## config.mk

```make
export PLATFORM = sky130hd
export DESIGN_NAME = pipe_stage_reg
export DESIGN_NICKNAME = d
export VERILOG_FILES = /design/src/rtl/pipe_stage_reg.sv
export SDC_FILE = /design/constraint.sdc
export NUM_CORES = 1
export LEC_CHECK = 0
export CAP_MARGIN = 30
export CELL_PAD_IN_SITES_DETAIL_PLACEMENT = 0
export CELL_PAD_IN_SITES_GLOBAL_PLACEMENT = 1
export CORE_ASPECT_RATIO = 0.75
export CORE_MARGIN = 2
export CORE_UTILIZATION = 31
export CTS_BUF_LIST = sky130_fd_sc_hd__clkbuf_16
export CTS_CLUSTER_SIZE = 20
export DETAILED_ROUTE_END_ITERATION = 10
export GPL_TIMING_DRIVEN = 0
export PLACE_DENSITY = 0.91
export SLEW_MARGIN = 15
export SYNTH_ARGS = -nofsm -noshare
export SYNTH_HDL_FRONTEND = slang
export SYNTH_SLANG_ARGS = --single-unit
```

## constraint.sdc

```tcl
create_clock -name clk -period 4.7 [get_ports clk]
set_input_delay 0.47 -clock clk [delete_from_list [all_inputs] [get_ports clk]]
set_output_delay 0.47 -clock clk [all_outputs]
set_load 0.05 [all_outputs]
```

## src/rtl/pipe_stage_reg.sv

```systemverilog
// Flow-controlled pipeline stage register: 1-cycle latency; in_ready is combinational (base) or registered (PIPE_STAGE_SKID_EN).
// Stall holds contents. Flush wins over accept/consume. ctrl is zeroed on bubbles. bubble_cnt saturates.
module pipe_stage_reg #(
  parameter int DATA_W = 96,
  parameter int CTRL_W = 9,
  parameter int CNT_W  = 16
) (
  input  logic              clk,
  input  logic              rst,
  input  logic              flush,
  input  logic              in_valid,
  output logic              in_ready,
  input  logic [CTRL_W-1:0] in_ctrl,
  input  logic [DATA_W-1:0] in_data,
  output logic              out_valid,
  input  logic              out_ready,
  output logic [CTRL_W-1:0] out_ctrl,
  output logic [DATA_W-1:0] out_data,
  output logic [CNT_W-1:0]  bubble_cnt
);

  localparam logic [CNT_W-1:0] CNT_MAX = '1;
  localparam logic [CNT_W-1:0] CNT_ONE = {{(CNT_W-1){1'b0}}, 1'b1};

  logic              main_vld_q;
  logic [CTRL_W-1:0] main_ctrl_q;
  logic [DATA_W-1:0] main_data_q;
  logic [CNT_W-1:0]  bubble_q;
  logic [CNT_W-1:0]  bubble_d;

  assign out_valid  = main_vld_q;
  assign out_ctrl   = main_ctrl_q;
  assign out_data   = main_data_q;
  assign bubble_cnt = bubble_q;

  // A bubble cycle is one where downstream was ready but we had nothing to give.
  always_comb begin
    bubble_d = bubble_q;
    if (!main_vld_q && out_ready && (bubble_q != CNT_MAX)) begin
      bubble_d = bubble_q + CNT_ONE;
    end
  end

  always_ff @(posedge clk or posedge rst) begin
    if (rst) begin
      bubble_q <= '0;
    end else begin
      bubble_q <= bubble_d;
    end
  end

`ifdef PIPE_STAGE_SKID_EN

  typedef enum logic [1:0] {
    ST_EMPTY = 2'd0,
    ST_FULL  = 2'd1,
    ST_SKID  = 2'd2
  } state_t;

  state_t            state_q;
  logic              in_ready_q;
  logic [CTRL_W-1:0] skid_ctrl_q;
  logic [DATA_W-1:0] skid_data_q;

  assign in_ready = in_ready_q;

  // in_ready_q is low exactly when the skid entry is occupied (ST_SKID).
  always_ff @(posedge clk or posedge rst) begin
    if (rst) begin
      state_q     <= ST_EMPTY;
      in_ready_q  <= 1'b1;
      main_vld_q  <= 1'b0;
      main_ctrl_q <= '0;
      main_data_q <= '0;
      skid_ctrl_q <= '0;
      skid_data_q <= '0;
    end else if (flush) begin
      state_q     <= ST_EMPTY;
      in_ready_q  <= 1'b1;
      main_vld_q  <= 1'b0;
      main_ctrl_q <= '0;
      skid_ctrl_q <= '0;
    end else begin
      case (state_q)
        ST_EMPTY: begin
          if (in_valid && in_ready_q) begin
            main_vld_q  <= 1'b1;
            main_ctrl_q <= in_ctrl;
            main_data_q <= in_data;
            state_q     <= ST_FULL;
          end
        end
        ST_FULL: begin
          if (in_valid && in_ready_q && out_ready) begin
            main_ctrl_q <= in_ctrl;
            main_data_q <= in_data;
          end else if (in_valid && in_ready_q) begin
            skid_ctrl_q <= in_ctrl;
            skid_data_q <= in_data;
            in_ready_q  <= 1'b0;
            state_q     <= ST_SKID;
          end else if (out_ready) begin
            main_vld_q  <= 1'b0;
            main_ctrl_q <= '0;
            state_q     <= ST_EMPTY;
          end
        end
        ST_SKID: begin
          if (out_ready) begin
            main_ctrl_q <= skid_ctrl_q;
            main_data_q <= skid_data_q;
            skid_ctrl_q <= '0;
            in_ready_q  <= 1'b1;
            state_q     <= ST_FULL;
          end
        end
        default: begin
          state_q     <= ST_EMPTY;
          in_ready_q  <= 1'b1;
          main_vld_q  <= 1'b0;
          main_ctrl_q <= '0;
          skid_ctrl_q <= '0;
        end
      endcase
    end
  end

`else

  logic              accept;
  logic              consume;
  logic              main_vld_d;
  logic [CTRL_W-1:0] main_ctrl_d;
  logic [DATA_W-1:0] main_data_d;

  // Flush forces ready so upstream drains while the stage is discarded.
  assign in_ready = !main_vld_q || out_ready || flush;
  assign accept   = in_valid && in_ready;
  assign consume  = main_vld_q && out_ready;

  always_comb begin
    main_vld_d  = main_vld_q;
    main_ctrl_d = main_ctrl_q;
    main_data_d = main_data_q;
    if (flush) begin
      main_vld_d  = 1'b0;
      main_ctrl_d = '0;
    end else if (accept) begin
      main_vld_d  = 1'b1;
      main_ctrl_d = in_ctrl;
      main_data_d = in_data;
    end else if (consume) begin
      main_vld_d  = 1'b0;
      main_ctrl_d = '0;
    end
  end

  always_ff @(posedge clk or posedge rst) begin
    if (rst) begin
      main_vld_q  <= 1'b0;
      main_ctrl_q <= '0;
      main_data_q <= '0;
    end else begin
      main_vld_q  <= main_vld_d;
      main_ctrl_q <= main_ctrl_d;
      main_data_q <= main_data_d;
    end
  end

`endif

endmodule

```

==> flow_metrics.py, run 1 <==
metrics = {
    "yosys": {
        "synth.area.top_cells": "dfrtp_1 (64%), mux2_2 (23%), a22o_1 (1.7%)",
        "synth_cells": 306,
        "synth_edf_count": 0,
        "ys_async_sr_fraction_pct": 100.0,
        "synth_fp_nets": 417,
        "synth_most_common_cell": "dfrtp_1",
        "yosysTopAreaCellShare_pct": 64.41,
        "synth_seq_area_share_pct": 64.41,
        "synth_commonest_cells": "dfrtp_1 (122), mux2_2 (97), a22o_1 (9), xnor2_1 (9)",
        "yosysTopAreaCell": "dfrtp_1",
        "ys_ff_latch": 122,
        "avgSynthCellArea_um2": 15.49,
        "synth.distinct_cells": 33,
        "synth_ff_type": "dfrtp_1",
        "synth_area_mm2": 0.004740,
        "yosys_warnings": 0,
    },
    "worst_setup_path": {
        "r2r-end": "out_data[35]",
        "required_ps": 4990,
        "cp.depth": 6,
        "criticalPathCategory": "in -> reg",
        "critPathMaxStageDelay_ps": 650,
        "startpoint": "flush",
        "cp-end-kind": "flip-flop",
        "ff2ff_setup_slack_ps": 2300,
        "cp_cell_sequence": "clkdlybuf4s50_1, nand2b_1, a21oi_1, buf_2, buf_2, mux2_2",
        "cp_slowest_cell": "a21oi_1",
        "r2r-start": "out_valid",
        "critical_path_peak_fanout": 10,
        "crit_top_cell": "buf_2",
        "arrival_ps": 2830,
        "critPathLaunchType": "input port",
        "path_buf_inv": 3,
        "reg2regPathDepth": 5,
        "path_delay_family": "buffers and inverters",
    },
    "sta": {
        "rsz0062_at_grt": "no",
        "setup_tns_ps": 0,
        "fmax_mhz": 394.1,
        "slew_headroom_pct": 44.63,
        "fin_crit_ps": 2537,
        "slew_violations": 0,
        "period_share_pct": 53.99,
        "hold_viol": 0,
        "fin_skew_ps": 6.019,
        "setup-violations-final": 0,
        "worst_pin_slew_ps": 830.6,
    },
    "global_routing": {
        "grt_max_degree": 78,
        "antenna_found_initial": 0,
        "grt_pass1_wl_mm": 19.98,
        "grt_usage_pct": 15.82,
        "grt_pass1_vias": 3772,
        "grt-ovfl-total": 0,
    },
    "final_layout": {
        "drive_gt1_share_pct": 26.09,
        "n_antenna_cell": 0,
        "area_delta_synth_final_pct": 68.66,
        "num-nets-final": 670,
    },
    "power": {
        "power_frac_comb_pct": 33.9,
        "p_leak_nw": 3.284,
        "power_w": 0.004157,
        "power.internal_w": 0.002705,
        "power.density_mw_per_mm2": 520.0,
        "peakVddDrop_mv": 0.3533,
        "p_sw_share_pct": 34.94,
        "pwr-share-seq_pct": 32.8,
        "pwr-share-clk_pct": 33.4,
        "switchingPower_w": 0.001452,
    },
    "clock_tree": {
        "h-tree-depth": 4,
        "cts_hold_buffers": 0,
        "ctsResizeCount": 0,
        "post-cts-setup-buffer-count": 0,
        "cts_buffer_depth": 2,
        "cts-root-buf": "clkbuf_16",
        "clock-sinks": 122,
        "clk_latency_ps": 410,
        "cts_tree": "done",
        "numCtsBuffers": 17,
        "clk_pin_slew_ps": 50,
    },
    "floorplanning": {
        "coreArea_mm2": 0.01508,
        "fp-row-count": 39,
        "ioPinCount": 233,
        "initial_core_util_pct": 31.43,
        "die_area_mm2": 0.01630,
        "die_h_um": 111.1,
        "fp.dieW_um": 146.8,
    },
    "routing": {
        "first_pass_iters": 4,
        "ant_nets": 0,
        "drt-initial-drc-count": 96,
        "wl_per_cell_um": 16.12,
        "wl_mm": 12.51,
        "vias": 3502,
        "routed_via_density": 4.513,
        "drc": 0,
    },
    "placement": {
        "dpl.hpwl_mm": 9.403,
        "routabilityCongestion": 0.7981,
        "io_buffers": 232,
    },
    "run_status": {
        "status": "complete, no violations",
    },
    "min_path": {
        "worst_hold_path_type": "in -> async",
    },
    "flow_run": {
        "cap_violations": 0,
    },
}
## per-layer routing
metal / vias up / global-route usage (%) / routed length [µm]
met3: 15 / 7.490 / 1309
met1: 1702 / 18.70 / 5149
met5: - / 0 / 0
met4: 0 / 6.149 / 204
met2: 182 / 25.01 / 5844
li1: 1603 / - / -
## flip-flops by register name (all words and copies together) (netlist names)
name,cells
out_ctrl,9
bubble_cnt,16
out_data,96
out_valid,1
## layout make-up
type | count | area, µm²
buffer | 14 | 86.33
clock buffer | 17 | 425.4
clock inverter | 14 | 205.2
fill | 1214 | 7084
inverter | 3 | 16.27
multi-input combinational | 167 | 1594
sequential | 122 | 3053
tap | 205 | 256.5
timing repair buffer | 234 | 2357
## how the worst max path moves through the flow
stage          slack (ps)            end
3_3_place_gp         -640   out_data[79]
4_1_cts              2120   out_data[35]
5_1_grt              2080   out_data[35]
6_report             2160   out_data[35]
3_5_place_dp         1680   out_data[35]
2_1_floorplan         990  bubble_cnt[0]
## cell usage in the layout, fill, tap and decap left out, drive strengths merged
cell | Yosys | final
inv | 3 | 4
or4 | 1 | 1
clkdlybuf4s50 | 0 | 232
nor2 | 3 | 3
or3 | 1 | 1
and3 | 2 | 2
ha | 1 | 1
a21oi | 1 | 1
a22o | 9 | 9
buf | 13 | 15
clkinv | 0 | 5
xor2 | 4 | 4
dfrtp | 122 | 122
mux2 | 98 | 98
nor2b | 1 | 1
o21ai | 2 | 2
nor3 | 5 | 5
nand2 | 7 | 7
nor4 | 3 | 3
clkinvlp | 0 | 3
a211oi | 1 | 1
nand4 | 7 | 7
and2 | 2 | 2
nand3 | 8 | 8
bufinv | 0 | 5
xnor2 | 9 | 9
clkbuf | 1 | 18
nand3b | 1 | 1
nand2b | 1 | 1
## worst register-to-register path: cells and delay by family, from the launching register on
| family | cells | cell delay, ps |
|---|---|---|
| flip-flops | 1 | 370 |
| AO/OA/AOI/OAI | 1 | 680 |
| multiplexers | 1 | 370 |
| buffers and inverters | 3 | 860 |
## stage by stage
stage               utilization, %  cells  worst slack, ps  instance area, µm²  hold WS (ps)
floorplan                        -    306            987.5                4740         602.1
global placement             48.54    743           -638.2                7318         487.4
detailed placement           48.83    745             1678                7363         489.2
CTS                          53.02    776             2119                7994         465.0
global route                 53.02    776             2081                7994         500.1
finish                       53.02    776             2163                7994         470.3
## power by group through the flow
stage | clock network [W] | logic [W] | registers, W
3_3_place_gp | 0 | 0.00140 | 0.00137
3_5_place_dp | 0 | 0.00142 | 0.00138
4_1_cts | 0.00142 | 0.00142 | 0.00137
5_1_grt | 0.00147 | 0.00146 | 0.00139
6_report | 0.00139 | 0.00141 | 0.00136
2_1_floorplan | 0 | 0.000239 | 0.00201
## cell families (layout without fill, tap and decap cells)
| family | Yosys count | in the layout | share of synthesized area [%] |
|---|---|---|---|
| AOI/OAI and AO/OA | 13 | 13 | 2.138 |
| xor gates and xnor gates | 13 | 13 | 2.402 |
| adders and majority gates | 1 | 1 | 0.2639 |
| buffers and inverters | 17 | 282 | 2.059 |
| DFF | 122 | 122 | 64.41 |
| muxes | 98 | 98 | 23.36 |
| and+or+nand+nor | 42 | 42 | 5.360 |
Power figures use the tool's default switching activity.
==> run 2, diff against run 1 <==
Settings changed: CORE_UTILIZATION 31 to 28, PLACE_DENSITY 0.91 to 0.88.
Clock period 4.7 ns to 2.15 ns, I/O delays scaled along.
==> flow_metrics.py, run 2 (synthesis results as in run 1) <==
metrics = {
    "flow_run": {
        "cap_violations": 0,
    },
    "sta": {
        "hold_viol": 0,
        "slew_violations": 0,
        "slew_headroom_pct": 46.01,
        "setup-violations-final": 0,
        "fmax_mhz": 502.0,
        "period_share_pct": 92.65,
        "fin_crit_ps": 1992,
        "fin_skew_ps": 9.462,
        "whs_ps": 272.0,
        "setup_tns_ps": 0,
        "worst_pin_slew_ps": 808.3,
        "rsz0062_at_grt": "no",
    },
    "power": {
        "power.density_mw_per_mm2": 1102,
        "peakVddDrop_mv": 0.8698,
        "p_leak_nw": 3.286,
    },
    "final_layout": {
        "largest_reg_flops": 96,
        "drive_gt1_share_pct": 26.18,
        "area_delta_synth_final_pct": 68.51,
        "n_antenna_cell": 0,
        "final_cell_mix": "clkdlybuf4s50_1 (231), dfrtp_1 (121), mux2_2 (97)",
        "num-nets-final": 671,
        "final_common_cell": "clkdlybuf4s50_1",
    },
    "routing": {
        "routed_via_density": 4.439,
        "vias": 3498,
        "drt-initial-drc-count": 104,
        "wl_mm": 13.02,
        "drc": 0,
        "wl_met1_mm": 5.292,
        "dr_wl_met2_mm": 6.188,
        "wl_met3_mm": 1.457,
        "first_pass_iters": 4,
        "wl_per_cell_um": 16.52,
        "ant_nets": 0,
        "top_layer": "met4",
    },
    "floorplanning": {
        "initial_core_util_pct": 28.43,
        "fp.dieW_um": 154.2,
        "die_area_mm2": 0.01799,
        "fp-row-count": 41,
        "coreArea_mm2": 0.01667,
        "ioPinCount": 233,
        "die_h_um": 116.7,
    },
    "clock_tree": {
        "post-cts-setup-buffer-count": 0,
        "numCtsBuffers": 17,
        "cts_tree": "done",
        "clock-sinks": 122,
        "clk_latency_ps": 410,
        "clk_pin_slew_ps": 50,
        "cts-root-buf": "clkbuf_16",
        "cts_buffer_depth": 2,
        "h-tree-depth": 4,
    },
    "worst_setup_path": {
        "required_ps": 2440,
        "critPathLaunchType": "flip-flop",
        "cp-end-kind": "flip-flop",
        "arrival_ps": 2280,
        "criticalPathCategory": "reg -> reg",
        "critical_path_peak_fanout": 10,
        "reg2regPathDepth": 5,
    },
    "global_routing": {
        "antenna_found_initial": 0,
        "grt-ovfl-total": 0,
        "grt_max_degree": 36,
        "grt_pass1_vias": 3724,
        "grt_usage_pct": 14.68,
        "grt_pass1_wl_mm": 20.12,
    },
    "placement": {
        "io_buffers": 232,
        "routabilityCongestion": 0.7814,
        "dpl.hpwl_mm": 9.865,
    },
    "run_status": {
        "status": "complete, no violations",
    },
    "min_path": {
        "worst_hold_path_type": "in -> async",
    },
}
==> run 2: critical path, stage by stage (launching register included) <==
cell,delay [ps]
dfrtp_1,380
buf_2,180
a21oi_4,340
clkbuf_4,310
buf_2,300
mux2_2,360
==> run 2: layout make-up <==
| cell class | count | area [µm²] |
|---|---|---|
| buffer | 14 | 88.84 |
| clock buffer | 17 | 425.4 |
| clock inverter | 15 | 143.9 |
| fill | 1483 | 8686 |
| inverter | 3 | 15.01 |
| multi-input combinational | 167 | 1605 |
| sequential | 122 | 3054 |
| tap | 215 | 269.0 |
| timing repair buffer | 235 | 2385 |
==> run 2: worst paths after layout <==
kind,startpoint,to,slack (ps)
worst min register to register,out_ctrl[3],out_ctrl[3],500
worst min-delay path,rst,out_data[36],270
max in group asynchronous,rst,out_data[46],1030
worst max register to register,out_valid,out_data[35],160
worst max-delay path,out_valid,out_data[35],160
min in group clk,in_data[81],out_data[81],420
==> run 2: timing repair <==
item	CTS	global route
endpoints found under the setup margin	105	2
hold buffers	0	0
pin swaps	0	0
gates resized for setup	2	2
==> run 2: routing by layer <==
layer | vias to the layer above | GRT usage (%)
met1 | 1715 | 16.92
met4 | 0 | 3.551
met3 | 6 | 8.200
met5 | - | 0
met2 | 168 | 24.07
li1 | 1609 | -
==> run 2: report_power, final <==
group / leakage, nW / switching (W) / total [W] / internal, W
clock network: 0.294 / 0.000937 / 0.00272 / 0.00178
registers: 1.46 / 0.000281 / 0.00298 / 0.00270
logic: 1.53 / 0.00191 / 0.00310 / 0.00119
total: 3.29 / 0.00313 / 0.00880 / 0.00567
==> run 2: per-stage QoR <==
step,std cells,total power [W],area (µm²),util (%),worst slack [ps]
floorplan,306,0.004910,4745,-,0.9603
global placement,753,0.006064,7336,44.00,-849.8
detailed placement,756,0.006136,7401,44.39,-686.5
CTS,788,0.008925,7981,47.87,12.15
global route,788,0.009206,7986,47.90,26.94
finish,788,0.008798,7986,47.90,158.1
==> run 3, diff against run 2 <==
Settings changed: CTS_CLUSTER_DIAMETER from default to 200.
==> results of run 3 <==
Same layout as run 2: the final DEF is identical, and so are final timing and power.
